<file path="src/rtl/alu_pkg.sv">
// Shared definitions for the accumulator ALU: operation codes, controller
// states and the result-width derivation used by every file of the block.
package alu_pkg;

    localparam logic [2:0] FN_MUL   = 3'b000;
    localparam logic [2:0] FN_SHR   = 3'b001;
    localparam logic [2:0] FN_SHL   = 3'b010;
    localparam logic [2:0] FN_RED   = 3'b011;
    localparam logic [2:0] FN_LOGIC = 3'b100;
    localparam logic [2:0] FN_SUB   = 3'b101;
    localparam logic [2:0] FN_ADD   = 3'b110;
    localparam logic [2:0] FN_INC   = 3'b111;

    typedef enum logic [1:0] {
        IDLE = 2'd0,
        MUL  = 2'd1,
        DONE = 2'd2
    } state_e;

    function automatic int accWidth(input int width);
        return 2 * width;
    endfunction

endpackage

</file>
<file path="src/rtl/seq_multiplier.sv">
// Unsigned shift-add multiplier: one partial product per cycle, WIDTH cycles
// per product. valid marks the cycle whose combinational product is final.
module seq_multiplier
    import alu_pkg::*;
#(
    parameter  int WIDTH = 4,
    localparam int ACC_W = accWidth(WIDTH)
) (
    input  logic             clk,
    input  logic             reset,
    input  logic             load,
    input  logic [WIDTH-1:0] a,
    input  logic [WIDTH-1:0] b,
    output logic             busy,
    output logic [ACC_W-1:0] product,
    output logic             valid
);

    localparam int CNT_W = $clog2(WIDTH + 1);

    logic [ACC_W-1:0] mcand_q;
    logic [ACC_W-1:0] mcand_d;
    logic [WIDTH-1:0] mplier_q;
    logic [WIDTH-1:0] mplier_d;
    logic [ACC_W-1:0] acc_q;
    logic [ACC_W-1:0] acc_d;
    logic [CNT_W-1:0] count_q;
    logic [CNT_W-1:0] count_d;
    logic             busy_q;
    logic             busy_d;
    logic             lastStep;

    // The last iteration's sum is handed out directly so the caller can
    // capture the product on the same edge that retires the multiplier.
    always_comb begin
        lastStep = busy_q && (count_q == CNT_W'(1));
        acc_d    = acc_q + (mplier_q[0] ? mcand_q : '0);
        mcand_d  = mcand_q;
        mplier_d = mplier_q;
        count_d  = count_q;
        busy_d   = busy_q;
        if (load) begin
            mcand_d  = ACC_W'(b);
            mplier_d = a;
            count_d  = CNT_W'(WIDTH);
            busy_d   = 1'b1;
        end else if (busy_q) begin
            mcand_d  = mcand_q << 1;
            mplier_d = mplier_q >> 1;
            count_d  = count_q - CNT_W'(1);
            busy_d   = !lastStep;
        end
    end

    always_ff @(posedge clk) begin
        if (reset) begin
            mcand_q  <= '0;
            mplier_q <= '0;
            acc_q    <= '0;
            count_q  <= '0;
            busy_q   <= 1'b0;
        end else begin
            mcand_q  <= mcand_d;
            mplier_q <= mplier_d;
            acc_q    <= load ? '0 : (busy_q ? acc_d : acc_q);
            count_q  <= count_d;
            busy_q   <= busy_d;
        end
    end

    assign busy    = busy_q;
    assign product = acc_d;
    assign valid   = lastStep;

endmodule

</file>
<file path="src/rtl/param_accum_alu.sv">
// Accumulator ALU: WIDTH-bit operand against the low half of a 2*WIDTH-bit
// registered result, with start/busy/done handshake and carry/zero flags.
module param_accum_alu
    import alu_pkg::*;
#(
    parameter  int WIDTH = 4,
    localparam int ACC_W = accWidth(WIDTH)
) (
    input  logic             clk,
    input  logic             reset,
    input  logic             start,
    input  logic [2:0]       func,
    input  logic [WIDTH-1:0] data,
    output logic             busy,
    output logic             done,
    output logic [ACC_W-1:0] result,
    output logic             carry,
    output logic             zero
);

    state_e           state_q;
    state_e           state_d;
    logic [ACC_W-1:0] result_q;
    logic [ACC_W-1:0] result_d;
    logic             carry_q;
    logic             carry_d;
    logic             zero_q;
    logic             zero_d;

    logic [WIDTH-1:0] accLo;
    logic [ACC_W-1:0] aWide;
    logic [ACC_W-1:0] bWide;
    logic [WIDTH:0]   sumAdd;
    logic [WIDTH:0]   sumInc;
    logic [ACC_W-1:0] aluResult;
    logic             aluCarry;

    logic             mulLoad;
    logic             mulBusy;
    logic             mulValid;
    logic [ACC_W-1:0] mulProduct;

    assign accLo  = result_q[WIDTH-1:0];
    assign aWide  = ACC_W'(data);
    assign bWide  = ACC_W'(accLo);
    assign sumAdd = {1'b0, data} + {1'b0, accLo};
    assign sumInc = {1'b0, data} + {{WIDTH{1'b0}}, 1'b1};

    // Single-cycle operations; shift amounts past the operand range give zero.
    always_comb begin
        aluResult = '0;
        aluCarry  = 1'b0;
        case (func)
            FN_INC: begin
                aluResult = ACC_W'(sumInc);
                aluCarry  = sumInc[WIDTH];
            end
            FN_ADD: begin
                aluResult = ACC_W'(sumAdd);
                aluCarry  = sumAdd[WIDTH];
            end
            FN_SUB: begin
                aluResult = aWide - bWide;
                aluCarry  = (data < accLo);
            end
            FN_LOGIC: aluResult = {data | accLo, data ^ accLo};
            FN_RED:   aluResult = {{(ACC_W-1){1'b0}}, (|data) | (|accLo)};
            FN_SHL:   aluResult = (aWide >= ACC_W'(ACC_W)) ? '0 : (bWide << aWide);
            FN_SHR:   aluResult = (data >= WIDTH'(WIDTH)) ? '0 : (bWide >> aWide);
            default:  aluResult = '0;
        endcase
    end

    always_comb begin
        state_d  = state_q;
        result_d = result_q;
        carry_d  = carry_q;
        zero_d   = zero_q;
        mulLoad  = 1'b0;
        case (state_q)
            IDLE: begin
                if (start) begin
                    if (func == FN_MUL) begin
                        mulLoad = 1'b1;
                        state_d = MUL;
                    end else begin
                        result_d = aluResult;
                        carry_d  = aluCarry;
                        zero_d   = (aluResult == '0);
                        state_d  = DONE;
                    end
                end
            end
            MUL: begin
                if (mulValid) begin
                    result_d = mulProduct;
                    carry_d  = 1'b0;
                    zero_d   = (mulProduct == '0);
                    state_d  = DONE;
                end
            end
            DONE:    state_d = IDLE;
            default: state_d = IDLE;
        endcase
    end

    always_ff @(posedge clk) begin
        if (reset) begin
            state_q  <= IDLE;
            result_q <= '0;
            carry_q  <= 1'b0;
            zero_q   <= 1'b0;
        end else begin
            state_q  <= state_d;
            result_q <= result_d;
            carry_q  <= carry_d;
            zero_q   <= zero_d;
        end
    end

    seq_multiplier #(.WIDTH(WIDTH)) uMult (
        .clk     (clk),
        .reset   (reset),
        .load    (mulLoad),
        .a       (data),
        .b       (accLo),
        .busy    (mulBusy),
        .product (mulProduct),
        .valid   (mulValid)
    );

    assign busy   = mulBusy;
    assign done   = (state_q == DONE);
    assign result = result_q;
    assign carry  = carry_q;
    assign zero   = zero_q;

endmodule

</file>
<file path="config.mk">
export PLATFORM = sky130hd
export DESIGN_NAME = param_accum_alu
export DESIGN_NICKNAME = d
export VERILOG_FILES = /design/src/rtl/alu_pkg.sv /design/src/rtl/seq_multiplier.sv /design/src/rtl/param_accum_alu.sv
export SDC_FILE = /design/constraint.sdc
export NUM_CORES = 1
export LEC_CHECK = 0
export CORE_AREA = 2 2 84 127
export DETAILED_ROUTE_END_ITERATION = 10
export DIE_AREA = 0 0 86 129
export SETUP_SLACK_MARGIN = 0.4
export SKIP_LAST_GASP = 1
export SLEW_MARGIN = 0
export SYNTH_ARGS = -nofsm -noshare
export SYNTH_HDL_FRONTEND = slang
export SYNTH_HIERARCHICAL = 1
export SYNTH_SLANG_ARGS = --single-unit
</file>
<file path="constraint.sdc">
create_clock -name clk -period 3.98 [get_ports clk]
set_input_delay 0.796 -clock clk [delete_from_list [all_inputs] [get_ports clk]]
set_output_delay 0.796 -clock clk [all_outputs]
set_load 0.01 [all_outputs]
</file>
==> flow_summary.toml <==
[sta]
slew_viol_final = 0
setup_viol = 0
rsz0062_at_grt = "no"
hold_ws_ps = 459.4
period_needed_ps = 3267
slew_headroom_pct = 56.42
setup_tns_ps = 0
clock_skew_ps = 6.550
maxClockFrequency_mhz = 306.0
hold_viol = 0
period_share_pct = 82.10
max_slew.worst_pin.slew_ps = 653.7

[finish]
layout.nets = 418
area_delta_synth_final_pct = 15.89
stdcell_count = 497
diodes = 0
drive_gt1_share_pct = 8.421
finish.utilization_pct = 34.15
final_common_cell = "nor2_1"
layout_common_cells = "nor2_1 (45), dfxtp_1 (36), a21oi_1 (30), nand2_1 (29), ha_1 (25)"

[clock_tree]
clk_pin_slew_ps = 50
clockBufferDepth = 2
cts-buffers-inserted = 5
insertion_delay_ps = 280
cts_root_buf = "clkbuf_16"
postCtsHoldBufs = 0
cts_setup_buffers = 0
cts_tree = "built"
cts_resized = 0
clock_sinks = 36
ctsHtreeMaxLevel = 2

[setup_path]
cp_num_cells = 10
cp.buffers_inverters = 3
reg2reg_slack_ps = 1090
crit_family = "buffers and inverters"
crit_path_end = "result[1]"
path_cells = "clkdlybuf4s50_1 -> inv_1 -> ha_1 -> inv_1 -> fa_1 -> mux4_1 -> a22o_1 -> a211o_1 -> o211ai_1 -> o31ai_1"
cp_slowest_cell = "clkdlybuf4s50_1"
critPathMaxStageDelay_ps = 520
r2r_cells = 13
crit_fanout = 5
reg2reg_to = "zero"
end_kind = "flop"
worstPathRequired_ps = 4150
critPathLaunch = "data[0]"
cp_common_cell = "inv_1"
timing.rr.start = "uMult/mplier_q[0]"
criticalPathCategory = "input port to flop"
cp-start-kind = "input port"
worstPathArrival_ps = 3430

[yosys]
yosysSeqAreaShare_pct = 24.54
syn_avg_cell_area_sq_um = 8.112
ys_async_sr_fraction_pct = 0
ys.flop_type = "dfxtp_1"
ys_types = 70
syn_inst = 362
ys_ff_latch = 36
synth_edf_count = 0
synth_fp_nets = 400
synth_warnings = 6
synthesis.area_sq_mm = 0.002937

[die]
coreArea_sq_mm = 0.009966
die_area_sq_mm = 0.01109
dieWidth_um = 86
die_h_um = 129
num_io_pins = 22
start_util_pct = 29.47
row_count = 45

[route]
vias = 2740
dr.pass1.iters = 4
postRouteAntennaNets = 0
drtIter0Drc = 157
viasPerCell = 5.513
route.detailed.drc = 0
wire_per_inst_um = 16.67
drt_wl_total_mm = 8.286

[pwr]
switching_share_pct = 28.26
p_total_w = 0.0009443
pwr-share-clk_pct = 39.2
seqPwrFrac_pct = 40.9
comb_power_share_pct = 19.9
netSwitchingPower_w = 0.0002669
worst_ir_drop_vdd_uv = 193.0
power_leakage_nw = 1.378
p_per_area_mw_per_mm2 = 277.5
power.internal_w = 0.0006775

[hold_path]
hold_path_class = "flop to flop"

[grt]
grt_pass1_wl_mm = 13.57
first_global_vias = 2709
grt.total_usage_pct = 15.66
grt_max_degree = 28
grt-ovfl-total = 0
antenna_found_initial = 0

[run]
maxCapViolCount = 0

[place]
dp_cells = 490
dpl.hpwl_mm = 6.453
portBuffers = 21
gp_congestion = 1.025

[status]
status = "complete, no violations"
final cells by class:
cell class,instances,area [sq um]
timing repair buffer,31,285.3
multi-input combinational,283,2031
sequential,36,720.7
fill,1020,6563
clock buffer,6,128.9
clock inverter,1,5.005
inverter,23,86.33
tap,117,146.4
how the worst min path moves through the flow:
| stage | endpoint | cells past startpoint | slack [ps] | from |
|---|---|---|---|---|
| 4_1_cts | result[6] | 2 | 460 | result[6] |
| 5_1_grt | result[6] | 2 | 480 | result[6] |
| 2_1_floorplan | uMult/count_q[1] | 2 | 460 | uMult/count_q[1] |
| 3_5_place_dp | result[6] | 2 | 450 | result[6] |
| 3_3_place_gp | result[7] | 2 | 450 | result[7] |
| 6_report | result[6] | 2 | 460 | result[6] |
worst register-to-register path: stages (launching register included):
cell	delay, ps
dfxtp_1	490
and2_1	200
ha_1	170
inv_1	70
fa_1	410
nor2b_1	130
o21ai_1	90
a21boi_0	450
nor2_1	150
nor3_1	220
nand2_1	70
nor4_1	160
a21oi_1	70
o22ai_1	160
synthesized netlist by cell type (all sizes together), types with 2 or more instances:
cell type   n  area share, %
o221ai      3           0.89
nor2       45            5.8
inv        23            2.9
nor2b       5            1.1
buf        12            2.6
mux4        2            1.7
a21o        4            1.1
a21oi      32            5.7
nand4       6            1.3
or2         2           0.43
nand2b      5            1.1
nand3       5           0.85
a211o       8            2.4
nand3b      3           0.77
xor2        4            1.2
nor3b       4            1.0
a21boi      2           0.51
and2        6            1.3
a32o        3            1.0
ha         25             11
xnor2       7            2.1
dfxtp      36             25
nor3        8            1.5
nor4        5            1.3
clkbuf      8            1.0
and3        2           0.43
o21ai      10            1.7
a221oi      4            1.4
nand2      30            3.9
o211ai      3           0.77
fa          3            2.0
a211oi      5            1.4
mux2i      16            5.5
nor4b       3            1.6
o21a        2           0.51
state kept, by name, indices dropped and copies added, names as in the netlist:
name,flops
uMult/mplier_q,4
uMult/busy,1
state_q,2
uMult/mcand_q,8
carry,1
uMult/acc_q,8
zero,1
result,8
uMult/count_q,3
cells by family (layout without fill, tap and decap cells):
logic type / Yosys count / after routing / synth area share [%]
adders and majority gates: 28 / 28 / 12.70
and+or+nand+nor: 134 / 134 / 23.69
DFF: 36 / 36 / 24.54
muxes: 19 / 19 / 7.499
xor gates and xnor gates: 11 / 11 / 3.281
AOI/OAI and AO/OA: 91 / 91 / 21.77
buffers and inverters: 43 / 61 / 6.519
power by group through the flow:
stage	registers, W	logic [W]	clock network, W
6_report	0.000387	0.000187	0.000370
5_1_grt	0.000388	0.000205	0.000393
4_1_cts	0.000386	0.000186	0.000385
3_5_place_dp	0.000394	0.000185	0
3_3_place_gp	0.000394	0.000184	0
2_1_floorplan	0.000391	0.000119	0
metal layers:
layer | GRT usage (%) | share of wire [%] | vias to the layer above
met2 | 29.23 | 54 | 78
met5 | 0 | 0 | -
met1 | 15.87 | 37 | 1294
met4 | 9.897 | 5.2 | 0
met3 | 2.373 | 3.5 | 30
li1 | - | - | 1338
through the flow:
step,instance area (sq um),setup slack (ps)
after global placement,3269,480.1
after CTS,3403,722.0
final,3403,712.5
after detailed placement,3269,414.7
after global routing,3403,583.8
after floorplan,2937,961.1
No activity file was read; power rests on OpenSTA's default activity.
